### src/rtl/rs_multi_entry.sv
// Reservation station for one functional unit: holds dispatched ops until both
// source operands arrive from the CDB, then issues the oldest ready op.
module rs_multi_entry #(
  parameter int DEPTH         = 4,
  parameter int ROB_IDX_WIDTH = 5,
  parameter int DATA_WIDTH    = 32,
  parameter int NUM_CDB       = 4,
  parameter int PAYLOAD_WIDTH = 96
) (
  input  logic                              clk,
  input  logic                              rst,
  input  logic                              flush,
  input  logic                              disp_valid,
  output logic                              disp_ready,
  input  logic [ROB_IDX_WIDTH-1:0]          disp_rd_rob,
  input  logic                              disp_rs1_rdy,
  input  logic [ROB_IDX_WIDTH-1:0]          disp_rs1_tag,
  input  logic [DATA_WIDTH-1:0]             disp_rs1_data,
  input  logic                              disp_rs2_rdy,
  input  logic [ROB_IDX_WIDTH-1:0]          disp_rs2_tag,
  input  logic [DATA_WIDTH-1:0]             disp_rs2_data,
  input  logic [PAYLOAD_WIDTH-1:0]          disp_payload,
  input  logic [NUM_CDB-1:0]                cdb_valid,
  input  logic [NUM_CDB*ROB_IDX_WIDTH-1:0]  cdb_rob_idx,
  input  logic [NUM_CDB*DATA_WIDTH-1:0]     cdb_data,
  output logic                              issue_valid,
  input  logic                              issue_ready,
  output logic [ROB_IDX_WIDTH-1:0]          issue_rd_rob,
  output logic [DATA_WIDTH-1:0]             issue_rs1_data,
  output logic [DATA_WIDTH-1:0]             issue_rs2_data,
  output logic [PAYLOAD_WIDTH-1:0]          issue_payload,
  output logic [$clog2(DEPTH+1)-1:0]        occupancy
);

  localparam int IDX_W = $clog2(DEPTH);
  localparam int CNT_W = $clog2(DEPTH+1);

  logic [DEPTH-1:0]         ent_vld;
  logic [DEPTH-1:0]         ent_rs1_rdy;
  logic [DEPTH-1:0]         ent_rs2_rdy;
  logic [ROB_IDX_WIDTH-1:0] ent_rd_rob   [DEPTH];
  logic [ROB_IDX_WIDTH-1:0] ent_rs1_tag  [DEPTH];
  logic [ROB_IDX_WIDTH-1:0] ent_rs2_tag  [DEPTH];
  logic [DATA_WIDTH-1:0]    ent_rs1_data [DEPTH];
  logic [DATA_WIDTH-1:0]    ent_rs2_data [DEPTH];
  logic [PAYLOAD_WIDTH-1:0] ent_payload  [DEPTH];
  logic [DEPTH-1:0]         age          [DEPTH];
  logic [CNT_W-1:0]         cnt;

  logic [DEPTH-1:0]         rdy_vec;
  logic [DEPTH-1:0]         older_rdy;
  logic [IDX_W-1:0]         alloc_idx;
  logic [IDX_W-1:0]         sel_idx;
  logic                     disp_fire;
  logic                     issue_fire;

  function automatic logic cdb_hit(
    input logic [ROB_IDX_WIDTH-1:0]         tag,
    input logic [NUM_CDB-1:0]               v,
    input logic [NUM_CDB*ROB_IDX_WIDTH-1:0] t
  );
    cdb_hit = 1'b0;
    for (int k = 0; k < NUM_CDB; k++)
      if (v[k] && (t[k*ROB_IDX_WIDTH +: ROB_IDX_WIDTH] == tag)) cdb_hit = 1'b1;
  endfunction

  // Scans high-to-low so the lowest matching channel is the one that sticks.
  function automatic logic [DATA_WIDTH-1:0] cdb_pick(
    input logic [ROB_IDX_WIDTH-1:0]         tag,
    input logic [NUM_CDB-1:0]               v,
    input logic [NUM_CDB*ROB_IDX_WIDTH-1:0] t,
    input logic [NUM_CDB*DATA_WIDTH-1:0]    d
  );
    cdb_pick = '0;
    for (int k = NUM_CDB-1; k >= 0; k--)
      if (v[k] && (t[k*ROB_IDX_WIDTH +: ROB_IDX_WIDTH] == tag))
        cdb_pick = d[k*DATA_WIDTH +: DATA_WIDTH];
  endfunction

  assign rdy_vec     = ent_vld & ent_rs1_rdy & ent_rs2_rdy;
  assign issue_valid = |rdy_vec;
  assign disp_ready  = (cnt < CNT_W'(DEPTH));
  assign occupancy   = cnt;
  assign disp_fire   = disp_valid && disp_ready;
  assign issue_fire  = issue_valid && issue_ready;

  always_comb begin
    alloc_idx = '0;
    for (int i = DEPTH-1; i >= 0; i--)
      if (!ent_vld[i]) alloc_idx = IDX_W'(i);
  end

  // An entry is selected when no other ready entry is marked older than it.
  always_comb begin
    older_rdy = '0;
    sel_idx   = '0;
    for (int i = 0; i < DEPTH; i++)
      for (int j = 0; j < DEPTH; j++)
        if (rdy_vec[j] && age[j][i]) older_rdy[i] = 1'b1;
    for (int i = 0; i < DEPTH; i++)
      if (rdy_vec[i] && !older_rdy[i]) sel_idx = IDX_W'(i);
  end

  assign issue_rd_rob   = ent_rd_rob[sel_idx];
  assign issue_rs1_data = ent_rs1_data[sel_idx];
  assign issue_rs2_data = ent_rs2_data[sel_idx];
  assign issue_payload  = ent_payload[sel_idx];

  // Control state: occupancy, valid bits and age matrix.
  always_ff @(posedge clk) begin
    if (rst || flush) begin
      ent_vld <= '0;
      cnt     <= '0;
      for (int i = 0; i < DEPTH; i++) age[i] <= '0;
    end else begin
      if (issue_fire) ent_vld[sel_idx] <= 1'b0;
      if (disp_fire) begin
        ent_vld[alloc_idx] <= 1'b1;
        for (int j = 0; j < DEPTH; j++) begin
          age[alloc_idx][j] <= 1'b0;
          if (ent_vld[j]) age[j][alloc_idx] <= 1'b1;
        end
      end
      cnt <= cnt + CNT_W'(disp_fire) - CNT_W'(issue_fire);
    end
  end

  // Entry contents: operand capture on dispatch (with CDB bypass) and wakeup.
  always_ff @(posedge clk) begin
    for (int i = 0; i < DEPTH; i++) begin
      if (ent_vld[i] && !ent_rs1_rdy[i] && cdb_hit(ent_rs1_tag[i], cdb_valid, cdb_rob_idx)) begin
        ent_rs1_rdy[i]  <= 1'b1;
        ent_rs1_data[i] <= cdb_pick(ent_rs1_tag[i], cdb_valid, cdb_rob_idx, cdb_data);
      end
      if (ent_vld[i] && !ent_rs2_rdy[i] && cdb_hit(ent_rs2_tag[i], cdb_valid, cdb_rob_idx)) begin
        ent_rs2_rdy[i]  <= 1'b1;
        ent_rs2_data[i] <= cdb_pick(ent_rs2_tag[i], cdb_valid, cdb_rob_idx, cdb_data);
      end
    end
    if (disp_fire) begin
      ent_rd_rob[alloc_idx]   <= disp_rd_rob;
      ent_payload[alloc_idx]  <= disp_payload;
      ent_rs1_tag[alloc_idx]  <= disp_rs1_tag;
      ent_rs2_tag[alloc_idx]  <= disp_rs2_tag;
      ent_rs1_rdy[alloc_idx]  <= disp_rs1_rdy || cdb_hit(disp_rs1_tag, cdb_valid, cdb_rob_idx);
      ent_rs2_rdy[alloc_idx]  <= disp_rs2_rdy || cdb_hit(disp_rs2_tag, cdb_valid, cdb_rob_idx);
      ent_rs1_data[alloc_idx] <= disp_rs1_rdy ? disp_rs1_data
                               : cdb_pick(disp_rs1_tag, cdb_valid, cdb_rob_idx, cdb_data);
      ent_rs2_data[alloc_idx] <= disp_rs2_rdy ? disp_rs2_data
                               : cdb_pick(disp_rs2_tag, cdb_valid, cdb_rob_idx, cdb_data);
    end
  end

endmodule
### config.mk
export PLATFORM = sky130hd
export DESIGN_NAME = rs_multi_entry
export DESIGN_NICKNAME = d
export VERILOG_FILES = /design/src/rtl/rs_multi_entry.sv
export SDC_FILE = /design/constraint.sdc
export NUM_CORES = 2
export LEC_CHECK = 0
export CELL_PAD_IN_SITES_DETAIL_PLACEMENT = 1
export CELL_PAD_IN_SITES_GLOBAL_PLACEMENT = 1
export CORE_MARGIN = 5
export CORE_UTILIZATION = 25
export DETAILED_ROUTE_END_ITERATION = 12
export GPL_TIMING_DRIVEN = 1
export PLACE_DENSITY = 0.51
export SETUP_SLACK_MARGIN = 0.02
export SLEW_MARGIN = 30
export SYNTH_ARGS = -nofsm -noshare
export SYNTH_HDL_FRONTEND = slang
export SYNTH_SLANG_ARGS = --single-unit
### constraint.sdc
create_clock -name clk -period 8.1 [get_ports clk]
set_input_delay 1.62 -clock clk [delete_from_list [all_inputs] [get_ports clk]]
set_output_delay 1.62 -clock clk [all_outputs]
set_load 0.02 [all_outputs]
# Word-level counts from Yosys, hierarchy flattened
# Memories as Yosys holds them, arrays and structs flattened.
# Index checks and enable logic that the tools add are counted.
# totals
ff_bits	15
latchBits	0
ramBits	716
romBits	0
in_bits	334
out_inout_bits	170
word_cells	374
mem_count	7
# memory_table
memory	depth	width	read_ports	rd_ports_with_merged_regs	wr	line	text
ent_payload	4	96	1	0	1	46	logic [PAYLOAD_WIDTH-1:0] ent_payload [DEPTH];
ent_rs1_data	4	32	1	0	5	44	logic [DATA_WIDTH-1:0] ent_rs1_data [DEPTH];
ent_rs2_data	4	32	1	0	5	45	logic [DATA_WIDTH-1:0] ent_rs2_data [DEPTH];
ent_rd_rob	4	5	1	0	1	41	logic [ROB_IDX_WIDTH-1:0] ent_rd_rob [DEPTH];
ent_rs1_tag	4	5	4	0	1	42	logic [ROB_IDX_WIDTH-1:0] ent_rs1_tag [DEPTH];
ent_rs2_tag	4	5	4	0	1	43	logic [ROB_IDX_WIDTH-1:0] ent_rs2_tag [DEPTH];
+1 memories	n/a	n/a	n/a	n/a	n/a	n/a	
# op_classes
n_addsub	2
multipliers	0
n_div	0
n_lt_le_gt_ge	5
eq_ne	41
shifts	0
muxes	189
n_bitwise	36
reduce_logical	90
# ops
op	n
$mux W32	52
$eq A5 B5 Y1	40
$mux W1	118
$logic_and A1 B1 Y1	75
$mux W4	9
$or A1 B1 Y1	19
$and A4 B4 Y4	3
$mux W2	6
$logic_not A1 Y1	11
$bwmux W4	2
$lt A2 B3 Y1 const B	2
$and A1 B1 Y1	5
$demux W1 S2	2
$ge A2 B1 Y1 const B	2
$not A1 Y1	4
$not A4 Y4	1
$or A4 B4 Y4	1
$reduce_or A4 Y1	1
$add A3 B1 Y3	1
$and A1 B1 Y1 const A	3
$logic_or A1 B1 Y1	3
$lt A3 B3 Y1 const B	1
$sub A3 B1 Y3	1
$eq A2 B2 Y1 const B	1

# Depth between registers and ports, before layout
# logic_depth
depth_word	22
ltp_mapped	12
ltp_nobuf	11

# Worst setup path before layout
# No wires, ideal clock.
# synth_timing
path_type	in2reg
start	input port disp_valid
end	memory ent_rs2_data[3][29], data pin
setup_ps	449
arrival_time_ps	6062
t_required_ps	7651
slack_ps	1589
cell_stages	7
n_path_buf	2
cell_sequence	nor2b_1 > nand3_1 > or2_2 > clkbuf_1 > clkinv_1 > buf_1 > a22oi_1
# synth_rtl
element	line	text
start, declared	13	input logic disp_valid,
end, declared	45	

# Final worst setup path
# layout_timing
start	register ent_vld[3]
end	output port issue_rs2_data[2]
# layout_between
elab_chain_cells	10
elab_cells_between_ends	18
classes_between	6 x mux; 2 x bitwise; 9 x reduce/logical; 1 x memory
# layout_rtl
element	line	text
start, declared	38	logic [DEPTH-1:0] ent_vld;
start signal, assigned	112	ent_vld <= '0;
start signal, assigned by index	116	if (issue_fire) ent_vld[sel_idx] <= 1'b0;
start signal, assigned by index	118	ent_vld[alloc_idx] <= 1'b1;
$and A4 B4 Y4 (*) (2 in series)	80	assign rdy_vec = ent_vld & ent_rs1_rdy & ent_rs2_rdy;
$logic_and A1 B1 Y1	99	if (rdy_vec[j] && age[j][i]) older_rdy[i] = 1'b1;
$mux W1	99	
$logic_not A1 Y1	101	if (rdy_vec[i] && !older_rdy[i]) sel_idx = IDX_W'(i);
$logic_and A1 B1 Y1	101	
$mux W1	101	
$mux W2	101	
$mux W2 (*)	101	
$mem_v2 Z4 W32 (*)	n/a	
end, declared	30	output logic [DATA_WIDTH-1:0] issue_rs2_data,
# Mark *: on every way between the ends. The rest lies on a longest branch, timed or not.

==> qor.yml <==
run_status:
  status: "complete, no violations"
logic_synthesis:
  ys_ff_latch: 727
  yosysTopAreaCellShare: 0.517
  ys.flop_type: "edfxtp_1"
  syn_inst: 3573
  synth.area.top_cells: "edfxtp_1 52%, a22oi_1 6.7%, mux2_2 6.6%, a221oi_1 6.6%, o22ai_1 3.8%"
  synth_edf_count: 700
  ys_seq_area_frac: 0.530
  ys_async_sr_fraction: 0
  yosysWarnings: 0
  synth_cell_type_count: 55
  syn-num-nets: 3910
  syn_area_um2: 40700
  syn_avg_cell_area_um2: 11.4
  synth_area_leader_cell: "edfxtp_1"
clock_network:
  cts_max_level: 3
  cts_buffer_depth: 3
  cts_hold_buf: 0
  clkLatencyLatePin_ns: 0.74
  cts_buffers: 90
  cts_root_buf: "clkbuf_16"
  cts_tree: "built"
  path_clk_slew_ns: 0.05
  clock-sinks: 727
  postCtsSetupRepairBufs: 0
  cts-resized-gates: 0
power_and_ir_drop:
  ir_drop_mv: 0.148
  switching_share: 0.266
  p_leak_nw: 15.9
  power.switching_mw: 2.49
  p_comb_frac: 0.136
  pwr-share-clk: 0.410
  p_seq_frac: 0.454
  power_density_nw_per_um2: 186
  internal_power_mw: 6.90
  power_mw: 9.39
sta:
  tightest_slew_ns: 1.05
  timing.hold.ws_ns: 0.490
  max_freq_mhz: 148
  report.final.slew_viol_count: 0
  tns_ns: 0
  setup_violations: 0
  skew_ns: 0.0784
  finalHoldViolCount: 0
  timing.final.ws_setup_ns: 1.33
  fin_crit_ns: 6.77
  slew_headroom: 0.297
  timing.final.crit_share: 0.836
  rsz0062_at_grt: "false"
worst_setup_path:
  start_kind: "flip-flop"
  rrSetupSlack_ns: 3.96
  slowest_stage: "and4b_4"
  critPathBufInv: 3
  cp_data_required_time_ns: 6.48
  crit_type: "reg2out"
  cpLargestDelayFamily: "buffers and inverters"
  cp-end-kind: "output port"
  worstSetupStartpoint: "ent_vld[3]"
  cpMostUsedCell: "buf_4"
  rr_startpoint: "ent_rs1_tag[1][3]"
  r2r-end: "ent_rs1_data[1][3]"
  path_cells: "and3_1 -> and4b_4 -> buf_4 -> buf_4 -> a22oi_1 -> o21ai_1 -> clkdlybuf4s50_1"
  reg2regPathDepth: 7
  max_stage_delay_ns: 0.77
  cp_max_fo: 54
  critical_path_arrival_ns: 5.15
route:
  ant_nets: 0
  drt-initial-drc-count: 3392
  avgViaCountPerCell: 5.82
  vias: 35000
  drc_errors: 0
  route.detailed.wl_per_inst_um: 33.4
  totalWireLength_mm: 201
  first_pass_iters: 6
finish:
  design_area_um2: 50400
  fin_cells: 6016
  final_core_util: 0.311
  syn_to_final_growth_pct: 23.9
  layout_common_cells: "700 x edfxtp_1, 501 x clkdlybuf4s50_1, 363 x a22oi_1, 305 x a221oi_1, 279 x o21ai_0"
  n_fill_cell: 17800
  post_route_cells_drive_above_1_share: 0.137
  finalNetCount: 4097
  final_common_cell: "edfxtp_1"
global_route:
  grt_pass1_wl_mm: 277
  grt_use_total: 0.225
  grt_overflow: 0
  antenna_found_initial: 26
  grt_start_max_net_pins: 111
  grt_pass1_vias: 35300
place:
  numPortBuffers: 503
  dp.cells: 5840
  placed_cell_area_um2: 47500
  place_ws_ns: 2.05
  gp_congestion: 0.842
  detailed_place_hpwl_mm: 125
floorplan:
  die_x_um: 413
  die_y_um: 413
  dieArea_um2: 171000
  fp.coreArea_um2: 162000
  num_io_pins: 504
  rows: 148
  start_util: 0.251
run:
  maxCapViolations: 0
hold_path:
  whs_endpoint: "age[3][3]"
  min-delay-path-class: "reg2reg"
  min_from: "age[3][3]"
  hold_path_depth: 1
-- sequential cells by signal, indices dropped and copies added (netlist names), 12 cells and up --
| register | flops |
|---|---|
| ent_rs1_data | 128 |
| age | 12 |
| ent_payload | 384 |
| ent_rs2_tag | 20 |
| ent_rs2_data | 128 |
| ent_rs1_tag | 20 |
| ent_rd_rob | 20 |
-- power groups by stage --
stage | logic [mW] | clock network [mW] | registers [mW]
after floorplan | 0.632 | 0 | 4.34
after global placement | 1.25 | 0 | 4.34
after detailed placement | 1.26 | 0 | 4.34
after CTS | 1.27 | 3.97 | 4.27
after global routing | 1.34 | 4.12 | 4.27
final | 1.28 | 3.85 | 4.27
-- worst max path at each step --
stage | cells past startpoint | to | slack, ns
3_3_place_gp | 8 | ent_rs2_data[1][15] | 2.09
3_5_place_dp | 8 | ent_rs1_data[1][3] | 2.05
5_1_grt | 7 | issue_rs2_data[2] | 1.09
4_1_cts | 7 | issue_rs2_data[2] | 1.27
6_report | 7 | issue_rs2_data[2] | 1.33
2_1_floorplan | 7 | ent_rs2_data[3][29] | 1.59
-- synthesized netlist by cell type, types with 25 or more instances --
master,instances
a21oi_1,25
a221oi_1,305
a22oi_1,363
a31oi_1,27
and2_1,31
and3_1,32
buf_1,39
buf_2,89
clkbuf_1,370
dfxtp_1,27
edfxtp_1,700
mux2_2,240
nand2_1,32
nand3_1,38
nor2_1,43
nor2b_1,47
nor4_1,37
o21a_1,26
o21ai_0,285
o21ai_1,150
o221ai_1,32
o22ai_1,246
xnor2_1,56
xor2_1,146
-- kinds of logic (layout without fill, tap and decap cells) --
group / after synthesis / count (layout) / share of synthesized area
AO/OA/AOI/OAI: 1555 / 1555 / 0.264
XOR/XNOR: 202 / 202 / 0.0435
multiplexers: 248 / 248 / 0.0684
flip-flops: 727 / 727 / 0.530
AND/OR/NAND/NOR: 311 / 311 / 0.0420
buffers and inverters: 527 / 783 / 0.0515
other: 0 / 12 / 0
adder cells (fa/ha/maj): 3 / 3 / 0.00111
-- per-layer routing --
metal,up-vias,share of wire,GRT usage
met3,446,0.075,0.0486
met2,1718,0.47,0.365
met5,-,0.00012,0
li1,14800,-,-
met1,18000,0.42,0.289
met4,4,0.041,0.0962
-- cell type report --
type	count	area, um2	area share
antenna	12	30.0	0.000596
clock buffer	114	2360	0.0469
clock inverter	47	433	0.00859
inverter	26	118	0.00233
multi-input combinational	2319	17400	0.345
sequential	727	21600	0.428
tap	2175	2720	0.0540
timing repair buffer	596	5820	0.115
Note: power is estimated with default switching activity, not from simulation.
==> RTL edit (config.mk and constraints unchanged) <==
Set the parameter `PAYLOAD_WIDTH` to 100 (it was 96).
--- a/src/rtl/rs_multi_entry.sv
+++ b/src/rtl/rs_multi_entry.sv
@@ -5,7 +5,7 @@
   parameter int ROB_IDX_WIDTH = 5,
   parameter int DATA_WIDTH    = 32,
   parameter int NUM_CDB       = 4,
-  parameter int PAYLOAD_WIDTH = 96
+  parameter int PAYLOAD_WIDTH = 100
 ) (
   input  logic                              clk,
   input  logic                              rst,
Interface: changed (resized disp_payload and issue_payload); port bits go from 504 to 512. The function was not compared with the original's and may differ.
==> RTL edit against the unedited design <==
  * Synthesized cell count up 8.2%
  * Non-clock buffer count rose by 15
  * Synthesized area increased by 3.9%
  * Cell area rose by 3.2%
  * Sequential cell count is 16 higher
  * Worst setup slack better by 530 ps
  * Routed wire length grew 5.5%
  * Total power rose by 5.3%
  * Largest power group unchanged
==> RTL edit: results (changes against the unedited design) <==
<table>
<tr><th>Metric</th><th>Value</th></tr>
<tr><th colspan="2">Yosys</th></tr>
<tr><td>Number of unique standard cell types used by synthesis</td><td>59 (was 55)</td></tr>
<tr><td>Number of instances in the synthesized netlist</td><td>3866 (was 3573)</td></tr>
<tr><td>Net Count, Synth</td><td>4207 (was 3910)</td></tr>
<tr><th colspan="2">Setup path</th></tr>
<tr><td>R2r endpoint</td><td>ent_rs2_data[3][26]$_DFFE_PP_ (was ent_rs1_data[1][3]$_DFFE_PP_)</td></tr>
<tr><td>Launch point of the worst path</td><td>ent_vld[0]$_SDFF_PP0_ (was ent_vld[3]$_SDFF_PP0_)</td></tr>
<tr><td>Largest driver fanout on the critical path</td><td>62 (was 54)</td></tr>
<tr><td>Critical path arrival</td><td>4620 ps (was 5150 ps)</td></tr>
<tr><th colspan="2">Place</th></tr>
<tr><td>Pre-CTS worst setup slack</td><td>2020 ps (was 2050 ps)</td></tr>
<tr><td>Cell count after placement</td><td>6157 (was 5840)</td></tr>
<tr><td>Weighted congestion reported at the end of routability-driven placement</td><td>0.892 (was 0.842)</td></tr>
<tr><td>Cell area reported after detailed placement</td><td>49000 um2 (was 47500 um2)</td></tr>
<tr><td># port buffers</td><td>511 (was 503)</td></tr>
<tr><th colspan="2">Clock network</th></tr>
<tr><td>Insertion delay of the later-clocked pin in the worst-skew pair</td><td>720 ps (was 740 ps)</td></tr>
<tr><th colspan="2">Final layout</th></tr>
<tr><td>Registers with the most flip-flops</td><td>ent_payload: 400 flops, ent_rs1_data: 128 flops, ent_rs2_data: 128 flops (was ent_payload: 384 flops, ent_rs1_data: 128 flops, ent_rs2_data: 128 flops)</td></tr>
<tr><td>Number of cells in the finished layout apart from fillers</td><td>6339 (was 6016)</td></tr>
<tr><th colspan="2">Power and ir drop</th></tr>
<tr><td>Leak</td><td>17.4 nW (was 15.9 nW)</td></tr>
<tr><th colspan="2">Routing</th></tr>
<tr><td>Count of TritonRoute iterations in the first routing pass</td><td>5 (was 6)</td></tr>
<tr><td>Starting DRT DRC Count</td><td>3056 (was 3392)</td></tr>
<tr><th colspan="2">STA</th></tr>
<tr><td>Shortest clock period the worst path allows after layout</td><td>6240 ps (was 6770 ps)</td></tr>
<tr><th colspan="2">Outcome</th></tr>
<tr><td>Status</td><td>completed (unchanged)</td></tr>
</table>
[RTL edit: worst min path at each step]
stage / endpoint / slack [ps] / cells after the start
floorplan: age[0][1]$_SDFF_PP0_ / 440 / 2
global placement: age[0][3]$_SDFF_PP0_ / 460 / 2
detailed placement: age[3][3]$_SDFFE_PP0P_ / 470 / 1
CTS: age[1][1]$_SDFF_PP0_ / 480 / 1
global route: age[1][1]$_SDFF_PP0_ / 490 / 1
finish: age[0][1]$_SDFF_PP0_ / 480 / 2
[RTL edit: critical path: cells and delay by family, from the launching register on]
family | cells | cell delay (ps)
buffers and inverters | 2 | 1530
DFF | 1 | 620
and+or+nand+nor | 3 | 1020
AOI/OAI and AO/OA | 3 | 720
[RTL edit: kinds of logic after synthesis]
group | after synthesis | synth area share [%]
and+or+nand+nor | 627 | 6.90
muxes | 241 | 6.42
AOI/OAI and AO/OA | 1516 | 24.6
buffers and inverters | 534 | 5.64
xor gates and xnor gates | 202 | 4.19
adders and majority gates | 3 | 0.107
DFF | 743 | 52.2
[RTL edit: cell type report]
cell class	instances	share of cell area (%)
Tap cell	2204	5.30
Clock buffer	106	4.61
Timing Repair Buffer	611	11.4
Sequential cell	743	42.4
Inverter	10	0.111
Antenna cell	17	0.0818
Multi-Input combinational cell	2589	34.9
Clock inverter	59	1.21
[RTL edit: layer usage]
| metal | wire length (um) | track usage (%) |
|---|---|---|
| met1 | 86800 | 28.4 |
| met4 | 10800 | 11.3 |
| met5 | 24 | 0 |
| met3 | 13100 | 3.83 |
| met2 | 101000 | 38.1 |
[RTL edit: power by group through the flow]
stage	clock network, mW	logic (mW)	registers, mW
3_3_place_gp	0	1.30	4.44
4_1_cts	4.33	1.32	4.36
6_report	4.21	1.32	4.36
3_5_place_dp	0	1.32	4.44
2_1_floorplan	0	0.675	4.43
5_1_grt	4.49	1.39	4.37
